[config.mk]
export PLATFORM = sky130hd
export DESIGN_NAME = mips_mc_ctrl
export DESIGN_NICKNAME = d
export VERILOG_FILES = /design/src/rtl/mips_mc_ctrl.sv
export SDC_FILE = /design/constraint.sdc
export NUM_CORES = 1
export LEC_CHECK = 0
export ABC_CLOCK_PERIOD_IN_PS = 4200
export BUFFER_PORTS_ARGS = -buffer_cell sky130_fd_sc_hd__buf_4
export CORE_ASPECT_RATIO = 0.75
export CORE_MARGIN = 4
export CORE_UTILIZATION = 35
export DETAILED_ROUTE_END_ITERATION = 7
export PLACE_DENSITY = 0.6
export SYNTH_ARGS = -nofsm -noshare
export SYNTH_HDL_FRONTEND = slang
export SYNTH_SLANG_ARGS = --single-unit
[constraint.sdc]
create_clock -name clk -period 4.2 [get_ports clk]
set_clock_uncertainty 0.1 [all_clocks]
set_input_delay 0.84 -clock clk [delete_from_list [all_inputs] [get_ports clk]]
set_output_delay 0.84 -clock clk [all_outputs]
set_load 0.01 [all_outputs]
[src/rtl/mips_mc_ctrl.sv]
// Multicycle MIPS control FSM: sequences fetch, decode, ALU, memory and writeback
// steps, holding each ALU step for ALU_LAT+1 cycles so registered results can settle.
package ALU_pkg;
    typedef enum logic [3:0] {
        ALU_ADD = 4'd0,
        ALU_SUB = 4'd1,
        ALU_AND = 4'd2,
        ALU_OR  = 4'd3,
        ALU_XOR = 4'd4,
        ALU_SHL = 4'd5,
        ALU_SHR = 4'd6,
        ALU_MUL = 4'd7
    } ALU_ctrl_e;
endpackage

module mips_mc_ctrl
    import ALU_pkg::*;
#(
    parameter int ALU_LAT = 2
) (
    input  logic       clk,
    input  logic       rst_n,
    input  logic [5:0] opcode,
    input  logic [5:0] funct,
    input  logic       zero_f,
    input  logic       mem_ready,
    output ALU_ctrl_e  alu_ctrl,
    output logic       alu_en,
    output logic       alu_src_a,
    output logic [1:0] alu_src_b,
    output logic       pc_write,
    output logic [1:0] pc_src,
    output logic       target_write,
    output logic       mem_req,
    output logic       mem_we,
    output logic       iord,
    output logic       ir_write,
    output logic       reg_write,
    output logic       reg_dst,
    output logic       mem_to_reg,
    output logic       illegal,
    output logic [3:0] state
);

    localparam logic [3:0] S_FETCH   = 4'd0;
    localparam logic [3:0] S_PCINC   = 4'd1;
    localparam logic [3:0] S_DECODE  = 4'd2;
    localparam logic [3:0] S_MEMADR  = 4'd3;
    localparam logic [3:0] S_MEMRD   = 4'd4;
    localparam logic [3:0] S_MEMWB   = 4'd5;
    localparam logic [3:0] S_MEMWR   = 4'd6;
    localparam logic [3:0] S_RTEXEC  = 4'd7;
    localparam logic [3:0] S_RTWB    = 4'd8;
    localparam logic [3:0] S_BEQ     = 4'd9;
    localparam logic [3:0] S_ADDIEX  = 4'd10;
    localparam logic [3:0] S_ADDIWB  = 4'd11;
    localparam logic [3:0] S_JUMP    = 4'd12;
    localparam logic [3:0] S_ILLEGAL = 4'd13;

    localparam logic [5:0] OP_RTYPE = 6'b000000;
    localparam logic [5:0] OP_J     = 6'b000010;
    localparam logic [5:0] OP_BEQ   = 6'b000100;
    localparam logic [5:0] OP_ADDI  = 6'b001000;
    localparam logic [5:0] OP_LW    = 6'b100011;
    localparam logic [5:0] OP_SW    = 6'b101011;

    localparam int CW = (ALU_LAT < 1) ? 1 : $clog2(ALU_LAT + 1);

    logic [3:0]    state_q, state_d;
    logic [CW-1:0] cnt_q, cnt_d;
    logic          is_alu, last;
    logic          rt_ok;
    ALU_ctrl_e     rt_op;

    ALU_ctrl_e  ctrl_c;
    logic       alu_en_c, src_a_c, pc_write_c, target_write_c;
    logic [1:0] src_b_c, pc_src_c;
    logic       mem_req_c, mem_we_c, iord_c, ir_write_c;
    logic       reg_write_c, reg_dst_c, mem_to_reg_c, illegal_c;

    always_comb begin
        rt_ok = 1'b1;
        rt_op = ALU_ADD;
        case (funct)
            6'b100000: rt_op = ALU_ADD;
            6'b100010: rt_op = ALU_SUB;
            6'b100100: rt_op = ALU_AND;
            6'b100101: rt_op = ALU_OR;
            6'b100110: rt_op = ALU_XOR;
            6'b000000: rt_op = ALU_SHL;
            6'b000010: rt_op = ALU_SHR;
            6'b011000: rt_op = ALU_MUL;
            default:   rt_ok = 1'b0;
        endcase
    end

    assign is_alu = (state_q == S_PCINC)  || (state_q == S_DECODE) ||
                    (state_q == S_MEMADR) || (state_q == S_RTEXEC) ||
                    (state_q == S_BEQ)    || (state_q == S_ADDIEX);
    assign last   = (cnt_q == CW'(ALU_LAT));

    always_comb begin
        state_d = state_q;
        cnt_d   = '0;
        if (is_alu && !last) cnt_d = cnt_q + CW'(1);
        case (state_q)
            S_FETCH:  if (mem_ready) state_d = S_PCINC;
            S_PCINC:  if (last) state_d = S_DECODE;
            S_DECODE: if (last) begin
                case (opcode)
                    OP_LW, OP_SW: state_d = S_MEMADR;
                    OP_RTYPE:     state_d = rt_ok ? S_RTEXEC : S_ILLEGAL;
                    OP_BEQ:       state_d = S_BEQ;
                    OP_ADDI:      state_d = S_ADDIEX;
                    OP_J:         state_d = S_JUMP;
                    default:      state_d = S_ILLEGAL;
                endcase
            end
            S_MEMADR: if (last) state_d = (opcode == OP_LW) ? S_MEMRD : S_MEMWR;
            S_MEMRD:  if (mem_ready) state_d = S_MEMWB;
            S_MEMWR:  if (mem_ready) state_d = S_FETCH;
            S_RTEXEC: if (last) state_d = S_RTWB;
            S_BEQ:    if (last) state_d = S_FETCH;
            S_ADDIEX: if (last) state_d = S_ADDIWB;
            default:  state_d = S_FETCH;
        endcase
    end

    always_ff @(posedge clk or negedge rst_n) begin
        if (!rst_n) begin
            state_q <= S_FETCH;
            cnt_q   <= '0;
        end else begin
            state_q <= state_d;
            cnt_q   <= cnt_d;
        end
    end

    always_comb begin
        ctrl_c         = ALU_ADD;
        alu_en_c       = 1'b0;
        src_a_c        = 1'b0;
        src_b_c        = 2'b00;
        pc_write_c     = 1'b0;
        pc_src_c       = 2'b00;
        target_write_c = 1'b0;
        mem_req_c      = 1'b0;
        mem_we_c       = 1'b0;
        iord_c         = 1'b0;
        ir_write_c     = 1'b0;
        reg_write_c    = 1'b0;
        reg_dst_c      = 1'b0;
        mem_to_reg_c   = 1'b0;
        illegal_c      = 1'b0;
        case (state_q)
            S_FETCH: begin
                mem_req_c  = 1'b1;
                ir_write_c = mem_ready;
            end
            S_PCINC: begin
                alu_en_c   = 1'b1;
                src_b_c    = 2'b01;
                pc_write_c = last;
            end
            S_DECODE: begin
                alu_en_c       = 1'b1;
                src_b_c        = 2'b11;
                target_write_c = last;
            end
            S_MEMADR, S_ADDIEX: begin
                alu_en_c = 1'b1;
                src_a_c  = 1'b1;
                src_b_c  = 2'b10;
            end
            S_MEMRD: begin
                mem_req_c = 1'b1;
                iord_c    = 1'b1;
            end
            S_MEMWR: begin
                mem_req_c = 1'b1;
                mem_we_c  = 1'b1;
                iord_c    = 1'b1;
            end
            S_MEMWB: begin
                reg_write_c  = 1'b1;
                mem_to_reg_c = 1'b1;
            end
            S_RTEXEC: begin
                alu_en_c = 1'b1;
                ctrl_c   = rt_op;
                src_a_c  = 1'b1;
            end
            S_RTWB: begin
                reg_write_c = 1'b1;
                reg_dst_c   = 1'b1;
            end
            // Branch decision uses the zero flag only once the subtract result is valid.
            S_BEQ: begin
                alu_en_c   = 1'b1;
                ctrl_c     = ALU_SUB;
                src_a_c    = 1'b1;
                pc_write_c = last & zero_f;
                pc_src_c   = last ? 2'b01 : 2'b00;
            end
            S_ADDIWB: reg_write_c = 1'b1;
            S_JUMP: begin
                pc_write_c = 1'b1;
                pc_src_c   = 2'b10;
            end
            S_ILLEGAL: illegal_c = 1'b1;
            default: ;
        endcase
    end

    // Outputs are squelched while reset is held so no strobe leaks out of FETCH.
    assign alu_ctrl     = rst_n ? ctrl_c : ALU_ADD;
    assign alu_en       = rst_n & alu_en_c;
    assign alu_src_a    = rst_n & src_a_c;
    assign alu_src_b    = rst_n ? src_b_c : 2'b00;
    assign pc_write     = rst_n & pc_write_c;
    assign pc_src       = rst_n ? pc_src_c : 2'b00;
    assign target_write = rst_n & target_write_c;
    assign mem_req      = rst_n & mem_req_c;
    assign mem_we       = rst_n & mem_we_c;
    assign iord         = rst_n & iord_c;
    assign ir_write     = rst_n & ir_write_c;
    assign reg_write    = rst_n & reg_write_c;
    assign reg_dst      = rst_n & reg_dst_c;
    assign mem_to_reg   = rst_n & mem_to_reg_c;
    assign illegal      = rst_n & illegal_c;
    assign state        = state_q;

endmodule

==> results of run 1 <==
==> state kept, by name, summed over array words and instances (netlist names) <==
| signal | count |
|---|---|
| state | 4 |
| cnt_q | 2 |
==> Yosys cell counts (2+ instances only) <==
| cell | number |
|---|---|
| sky130_fd_sc_hd__nor2b_1 | 3 |
| sky130_fd_sc_hd__o22ai_1 | 3 |
| sky130_fd_sc_hd__nor3_1 | 10 |
| sky130_fd_sc_hd__o21ai_0 | 9 |
| sky130_fd_sc_hd__o21a_1 | 4 |
| sky130_fd_sc_hd__nor4_1 | 2 |
| sky130_fd_sc_hd__o211ai_1 | 2 |
| sky130_fd_sc_hd__clkbuf_8 | 4 |
| sky130_fd_sc_hd__and3_2 | 2 |
| sky130_fd_sc_hd__a22o_1 | 2 |
| sky130_fd_sc_hd__nor2_1 | 15 |
| sky130_fd_sc_hd__nand2_1 | 9 |
| sky130_fd_sc_hd__a22oi_1 | 2 |
| sky130_fd_sc_hd__nor4b_1 | 2 |
| sky130_fd_sc_hd__nand3_1 | 5 |
| sky130_fd_sc_hd__a31oi_1 | 2 |
| sky130_fd_sc_hd__dfrtp_1 | 6 |
| sky130_fd_sc_hd__nand2b_1 | 3 |
| sky130_fd_sc_hd__buf_4 | 3 |
| sky130_fd_sc_hd__nand4_1 | 2 |
| sky130_fd_sc_hd__inv_1 | 5 |
| sky130_fd_sc_hd__a21oi_1 | 8 |
==> routing by layer <==
| metal | global-route usage, % | routed length, µm | vias to the layer above |
|---|---|---|---|
| li1 | - | - | 545 |
| met1 | 22.91 | 1248 | 473 |
| met2 | 23.33 | 1118 | 39 |
| met3 | 2.790 | 183 | 0 |
| met4 | 0 | 0 | 0 |
| met5 | 0 | 0 | - |
==> critical path: cells and delay by family (launching register included) <==
kind                   cells  cell delay [ns]
AO/OA/AOI/OAI              2             0.35
buffers and inverters      1             0.11
flip-flops                 1             0.66
AND/OR/NAND/NOR            2             0.64
==> logic make-up after synthesis <==
family | Yosys count | synth area share, %
compound gates | 40 | 28.32
xor+xnor | 1 | 0.9578
fa+ha+maj | 1 | 1.368
buf+inv | 15 | 12.72
flops | 6 | 16.42
mux | 1 | 1.094
other cells | 1 | 0.4100
simple gates | 64 | 38.72
==> layout make-up <==
class / count / area share, %
multi-input combinational: 108 / 55.52
timing repair buffer: 38 / 24.44
sequential: 6 / 12.86
tap: 34 / 3.644
clock buffer: 3 / 1.929
inverter: 5 / 1.608
==> worst max path at each step <==
stage | from | to | slack [ns] | depth (start not counted)
2_1_floorplan | rst_n | pc_write | 1.55 | 4
3_3_place_gp | funct[0] | alu_ctrl[0] | 1.35 | 7
3_5_place_dp | funct[2] | alu_ctrl[0] | 1.33 | 7
4_1_cts | state[2]$_DFFE_PN0P_ | alu_ctrl[0] | 1.28 | 5
5_1_grt | state[2]$_DFFE_PN0P_ | alu_ctrl[0] | 1.10 | 5
6_report | state[2]$_DFFE_PN0P_ | alu_ctrl[0] | 1.26 | 5
==> per-stage QoR <==
stage	power (mW)	instance area (µm²)	utilization [%]	std cells	hold slack [ns]
2_1_floorplan	0.4136	914.6	-	129	0.3032
3_3_place_gp	0.4969	1145	47.66	191	0.3141
3_5_place_dp	0.4951	1145	47.66	191	0.3271
4_1_cts	0.5502	1167	48.59	194	0.3292
5_1_grt	0.6045	1167	48.59	194	0.3362
6_report	0.5479	1167	48.59	194	0.3311
==> power breakdown <==
part	leakage (nW)	internal [mW]	switching (mW)	total (mW)
Clock	0.0138	0.0324	0.0217	0.0541
Combinational	0.406	0.156	0.173	0.330
Sequential	0.0784	0.0799	0.0844	0.164
Total	0.498	0.269	0.279	0.548
==> results list, run 1 <==
* Outcome: completed
- The number of antenna violations at the first check in global routing came to 0.
* Share of final-layout standard cells stronger than drive strength 1: 30.63%
- Final Routed Wirelength: 2550 µm
- The later pin in the worst-skew pair is clocked with a latency of 0.24 ns.
* Instance count of the mapped netlist: 129
- The min-delay analysis places its worst path in the category in2async.
* Cell-by-cell listing of the critical path: nor2b_1 -> nand4_1 -> a21oi_1 -> a22o_1 -> buf_4
* CTS clock-pin slew for the worst setup and hold paths: 0.05 ns
- STA puts the critical path data arrival time at 2.00 ns.
- PD cells: 469.4 mW/mm²
- Length in cells of the worst reg-to-reg path: 5
* CP max stage cell: sky130_fd_sc_hd__dfrtp_1
- Setup repair after global routing missed its margin: no
* Flip-flop cell with the highest count after synthesis: sky130_fd_sc_hd__dfrtp_1
- In this run the tightest slew margin relative to its limit is 55.86%.
- Total number of yosys warnings: 0
- In this run the critical register-to-register path is launched from state[0]$_DFFE_PN0P_.
- Filler instances: 258
- Total via count after detailed routing: 1057
- The detail route stage leaves a number of antenna-violating nets equal to 0.
- The worst setup path is of the reg2out kind.
* Setup fix buffers added after clock tree synthesis: 0
- The number of gates resized after CTS was 0.
- Internal reg-to-reg setup slack: 2.33 ns
- The largest total area in the synthesized netlist belongs to sky130_fd_sc_hd__dfrtp_1.
* Gpl congestion: 0.7992
* Largest incremental delay on the critical path: 0.66 ns
* Seq/Total Area, Yosys: 16.42%
* Most frequent cells in the layout: sky130_fd_sc_hd__buf_4, sky130_fd_sc_hd__nor2_1, sky130_fd_sc_hd__nor3_1
- Entering global routing, the biggest net connects 23 pins.
* Setup Viol. Count Final: 0
- The floorplan step defined a core boundary enclosing 0.002402 mm².
- The worst setup path is captured at an output pin.
- After synthesis the netlist holds a flip-flop and latch count of 6.
- Static timing analysis puts the maximum clock frequency at 0.3407 GHz.
- Number of DRC markers after the initial detailed-route iteration: 48
- Counting every sink on the clock net gives 6.
* Slew at the pin closest to its max-slew limit: 0.6621 ns
* Register cell area after layout: 150.1 µm²
* Final worst path period share: 69.88%
- TritonCTS created 3 clock buffers.
- The synthesized design contains 0 enable-type register cells.
- The tool flagged a number of max-cap violations equal to 0.
* Smallest setup slack after layout: 1.265 ns
- Remaining global-route overflow: 0
* Root buffer selected by CTS: sky130_fd_sc_hd__clkbuf_4
- Die Area: 0.003503 mm²
* Vias per cell: 5.448
- Number of nets at the end of the flow: 179
* Synth top area share: 16.42%
- In this run the count of I/O pins placed on the die edge is 40.
- After routing, the total negative slack on setup checks comes to 0 ns.
* Cell area after technology mapping: 914.6 µm²
- Timing analysis after detailed placement gives a worst setup slack of 1.335 ns.
- Routed WL per cell: 13.14 µm
* Maximum count of clock buffers along a single path: 2
* Cell row count: 15
- DRC violations left: 0
- Leakage power summed over all cells: 0.4984 nW
* Required time of the critical path: 3.26 ns
* Overall track demand over capacity in global routing: 15.12%
- The library cell used most frequently in the layout, excluding fill and tap cells, is sky130_fd_sc_hd__buf_4.
- Die span in y: 52.27 µm
- Max-slew violation total from the final report: 0
- Vias in the first global route: 944
- The wire-length estimate of the detail-placed layout is 1989 µm.
- Yosys attributes the largest share of cell area to sky130_fd_sc_hd__dfrtp_1, sky130_fd_sc_hd__nor2_1, sky130_fd_sc_hd__clkbuf_8, sky130_fd_sc_hd__nor3_1, sky130_fd_sc_hd__o21ai_0.
- # hold bufs at CTS: 0
* Area occupied by multi-input gates: 648.1 µm²
* Mean instance size in the synthesized netlist: 7.090 µm²
- Largest voltage drop on the vdd net: 0.2132 mV
- Relative area change from synthesis to final layout: 27.63%
- Number of library cell types mapped by synthesis: 48
- Global-route wire length before repair: 4312 µm
* Startpoint class of the critical path: flip-flop
* Post-synth net total: 146
- The first detailed-routing pass ran for 4 iterations.
- Measured along the x axis, the die boundary spans 67.03 µm.
- The final-report hold violation count was 0.
* Htree depth: 1
- The worst register-to-register path ends at state[0]$_DFFE_PN0P_.
- Counting I/O delays and the setup requirement, the final critical path takes 2.935 ns.
* CP Max Fanout: 15
- Once the floorplan was initialized, standard cells occupied 38.07% of the core.
* Ant diodes: 0
- Share of flip-flops with an asynchronous set or reset after synthesis: 100.0%
- During placement, the flow inserted port buffers numbering 38.
- CTS tree: built
Note: power is estimated with default switching activity, not from simulation.
==> run 2, diff against run 1 <==
ABC_AREA = 1   (was not set)
ABC_CLOCK_PERIOD_IN_PS = 2900   (was 4200)
clock period = 2.9 ns   (was 4.2 ns; I/O delays follow)
==> run 2 against run 1 <==
Effect of this change:
- worst hold slack got worse by 0.27 ns
- sequential cell count unchanged
- via count increased by 6.1%
- routed wire length increased by 1.3%
- clock-buffer cell count unchanged
- critical path type unchanged
- worst setup slack got worse by 0.71 ns
- largest power group unchanged
- register-to-register slack got worse by 1.1 ns
- sequential share of layout area decreased by 0.74 points
- critical path depth increased by 3
==> results list, run 2 <==
* Count of state elements after synthesis: 6
- On the final layout, the worst hold slack is 0.05787 ns.
* Post-synth net total: 173
- Instance count of the mapped netlist: 156
- The tree built by TritonCTS fans out to 6 sinks.
- The floorplan step set the die width to 66.54 µm.
- Yosys instantiated no cell more often than sky130_fd_sc_hd__nand2_1.
- The most used flip-flop cell after synthesis is sky130_fd_sc_hd__dfrtp_1.
* Number of instances resized during post-cts repair: 0
- After clock tree synthesis, the setup repair step added 0 buffers.
- Post-DP HPWL: 2218 µm
* Area contributors post-synth: sky130_fd_sc_hd__dfrtp_1, sky130_fd_sc_hd__nand2_1, sky130_fd_sc_hd__nor2_1, sky130_fd_sc_hd__inv_1, sky130_fd_sc_hd__nand3_1
- The detailed router placed 1121 vias in this run.
- Vias in the first global route: 960
- The critical path is of the reg2out type.
- Setup repair after global routing missed its margin: no
* Setup Viol. Count Final: 0
- Compound-Gate Fraction of Synth Area: 17.94%
- Number of synthesized flops with an enable pin: 0
* Setup TNS: 0 ns
- Most frequent cells in the layout: sky130_fd_sc_hd__buf_4, sky130_fd_sc_hd__nand2_1, sky130_fd_sc_hd__nor2_1
* Area fraction in and, or, nand and nor cells after synthesis: 49.51%
- Xor/xnor cell area share of the yosys netlist: 0%
- Cell accounting for the most synthesized area: sky130_fd_sc_hd__dfrtp_1
* Ant diodes: 0
- Row generation in the floorplan step produced 15 rows.
* Htree depth: 1
* Top Ports: 40
- Gpl congestion: 0.8164
- After clock tree synthesis, the clock-pin slew on the worst setup and hold paths is 0.05 ns.
- After synthesis, the share of flip-flops with an asynchronous set or reset is 100.0%.
- CTS tree: built
* Leakage power summed over all cells: 0.7281 nW
- The number of antenna violations at the first check in global routing is 0.
- After synthesis, flip-flops and latches occupy 16.69% of the total area.
* Startpoint class of the critical path: flip-flop
- Dividing the detail-routed via count by the number of cells gives 4.895.
* Combinational family with the most area after synthesis: simple AND/OR/NAND/NOR gates
* Worst Setup End Kind: output pin
- After synthesis, the share of cell area in mux cells is 0%.
* PD cells: 680.4 mW/mm²
* Overall track demand over capacity in global routing: 15.58%
- Routed WL per cell: 11.28 µm
- Number of DRC markers after the initial detailed-route iteration: 61
- In this run the deepest clock path goes through 2 buffers.
- CTS placed an instance of sky130_fd_sc_hd__clkbuf_4 at the clock tree root.
* Total clock buffers created by CTS: 3
* Final worst path period share: 80.78%
- Hold Crit Class: in2async
- Number of nets at the end of the flow: 214
* Filler instances: 248
* Remaining global-route overflow: 0
* TritonRoute pass-1 iters: 4
- VDD sags by at most 0.4035 mV.
- Relative area change from synthesis to final layout: 37.69%
- In this run the register-to-register setup slack is 1.25 ns.
* Number of library cell types mapped by synthesis: 33
* Mean instance size in the synthesized netlist: 5.767 µm²
- Clock latency on the worst-skew pair, taken at its later pin, is 0.24 ns.
- CP Max Fanout: 6
- In the routed design, unresolved DRC markers number 0.
- Yosys printed 0 warnings.
- Starting density of the core: 38.04%
- The run finished with clean final reports.
- Cells with a size suffix above 1 make up 32.31% of the layout.
* Most frequent cells after synthesis: sky130_fd_sc_hd__nand2_1, sky130_fd_sc_hd__nor2_1, sky130_fd_sc_hd__inv_1
- Post-DRT Antenna Nets: 0
- Most common cell after layout, fill and taps aside: sky130_fd_sc_hd__buf_4
- For the worst flop-to-flop path, the logic depth is 8.
- Peak clock frequency supported by timing: 0.4268 GHz
- After clock tree synthesis, the flow added hold-fix buffers numbering 0.
- The count of buffers added on input and output ports is 38.
- Entering global routing, the biggest net connects 14 pins.
- The final-report hold violation count is 0.
* Synth top area share: 16.69%
- Required time of the critical path: 2.22 ns
- Cell area after technology mapping: 899.6 µm²
* Global-route wire length before repair: 4202 µm
- From bottom edge to top edge, the die measures 51.91 µm.
- The die covers 0.003454 mm².
* Final critical path time including I/O delays and setup: 2.343 ns
- Max-capacitance violation count: 0
- Max-slew violation total from the final report: 0
* Final Routed Wirelength: 2584 µm
- For the worst setup path, the data arrival time is 1.66 ns.
* Flip-flop count of the largest register after layout: 4
- Synthesized-area fraction occupied by adder cells: 1.391%
- Std-Cell Core Area: 0.002365 mm²
-- run 2: kinds of logic after synthesis --
kind of cell,Yosys count
AND/OR/NAND/NOR,95
adder cells (fa/ha/maj),1
flip-flops,6
AO/OA/AOI/OAI,21
buffers and inverters,32
other,1
-- run 2: report_power, final --
part	leakage (nW)	switching, mW	internal (mW)
Combinational	0.636	0.371	0.236
Sequential	0.0782	0.0436	0.115
Clock	0.0138	0.0296	0.0468
Total	0.728	0.445	0.398
-- run 2: cell type report --
class	instances	area, µm²	area share [%]
clock buffer	3	22.52	1.818
tap	34	42.54	3.434
multi-input combinational	118	623.1	50.30
inverter	30	115.1	9.293
sequential	6	150.1	12.12
timing repair buffer	38	285.3	23.03
-- run 2: critical path: stages (launching register included) --
cell	delay, ns
sky130_fd_sc_hd__dfrtp_1	0.47
sky130_fd_sc_hd__inv_2	0.11
sky130_fd_sc_hd__nor2_2	0.16
sky130_fd_sc_hd__inv_2	0.07
sky130_fd_sc_hd__nor2_1	0.15
sky130_fd_sc_hd__nand2_1	0.13
sky130_fd_sc_hd__o21bai_1	0.17
sky130_fd_sc_hd__inv_1	0.05
sky130_fd_sc_hd__buf_4	0.11
-- run 2: per-layer routing --
layer | vias up | global-route usage [%] | part of all wire, %
met5 | - | 0 | 0
met4 | 0 | 1.014 | 0
met3 | 0 | 3.888 | 6.9
met2 | 44 | 22.70 | 45
met1 | 499 | 23.76 | 48
li1 | 578 | - | -
-- run 2: worst paths after layout --
check,startpoint,end
max in group asynchronous,rst_n,state[0]$_DFFE_PN0P_
setup reg to reg,state[1]$_DFFE_PN0P_,state[3]$_DFFE_PN0P_
setup / recovery,state[2]$_DFFE_PN0P_,alu_ctrl[1]
min in group clk,cnt_q[0]$_DFF_PN0_,cnt_q[0]$_DFF_PN0_
hold / removal,rst_n,cnt_q[1]$_DFF_PN0_
hold reg to reg,cnt_q[0]$_DFF_PN0_,cnt_q[0]$_DFF_PN0_
-- run 2: metrics by stage --
step	total power [mW]	std cells	cell area, µm²	utilization (%)	worst slack [ns]
6_report	0.8428	229	1239	52.38	0.5572
3_3_place_gp	0.7690	226	1216	51.43	0.7997
4_1_cts	0.8496	229	1239	52.38	0.5831
2_1_floorplan	0.5819	156	899.6	-	1.009
5_1_grt	0.9308	229	1239	52.38	0.4271
3_5_place_dp	0.7659	226	1216	51.43	0.7442
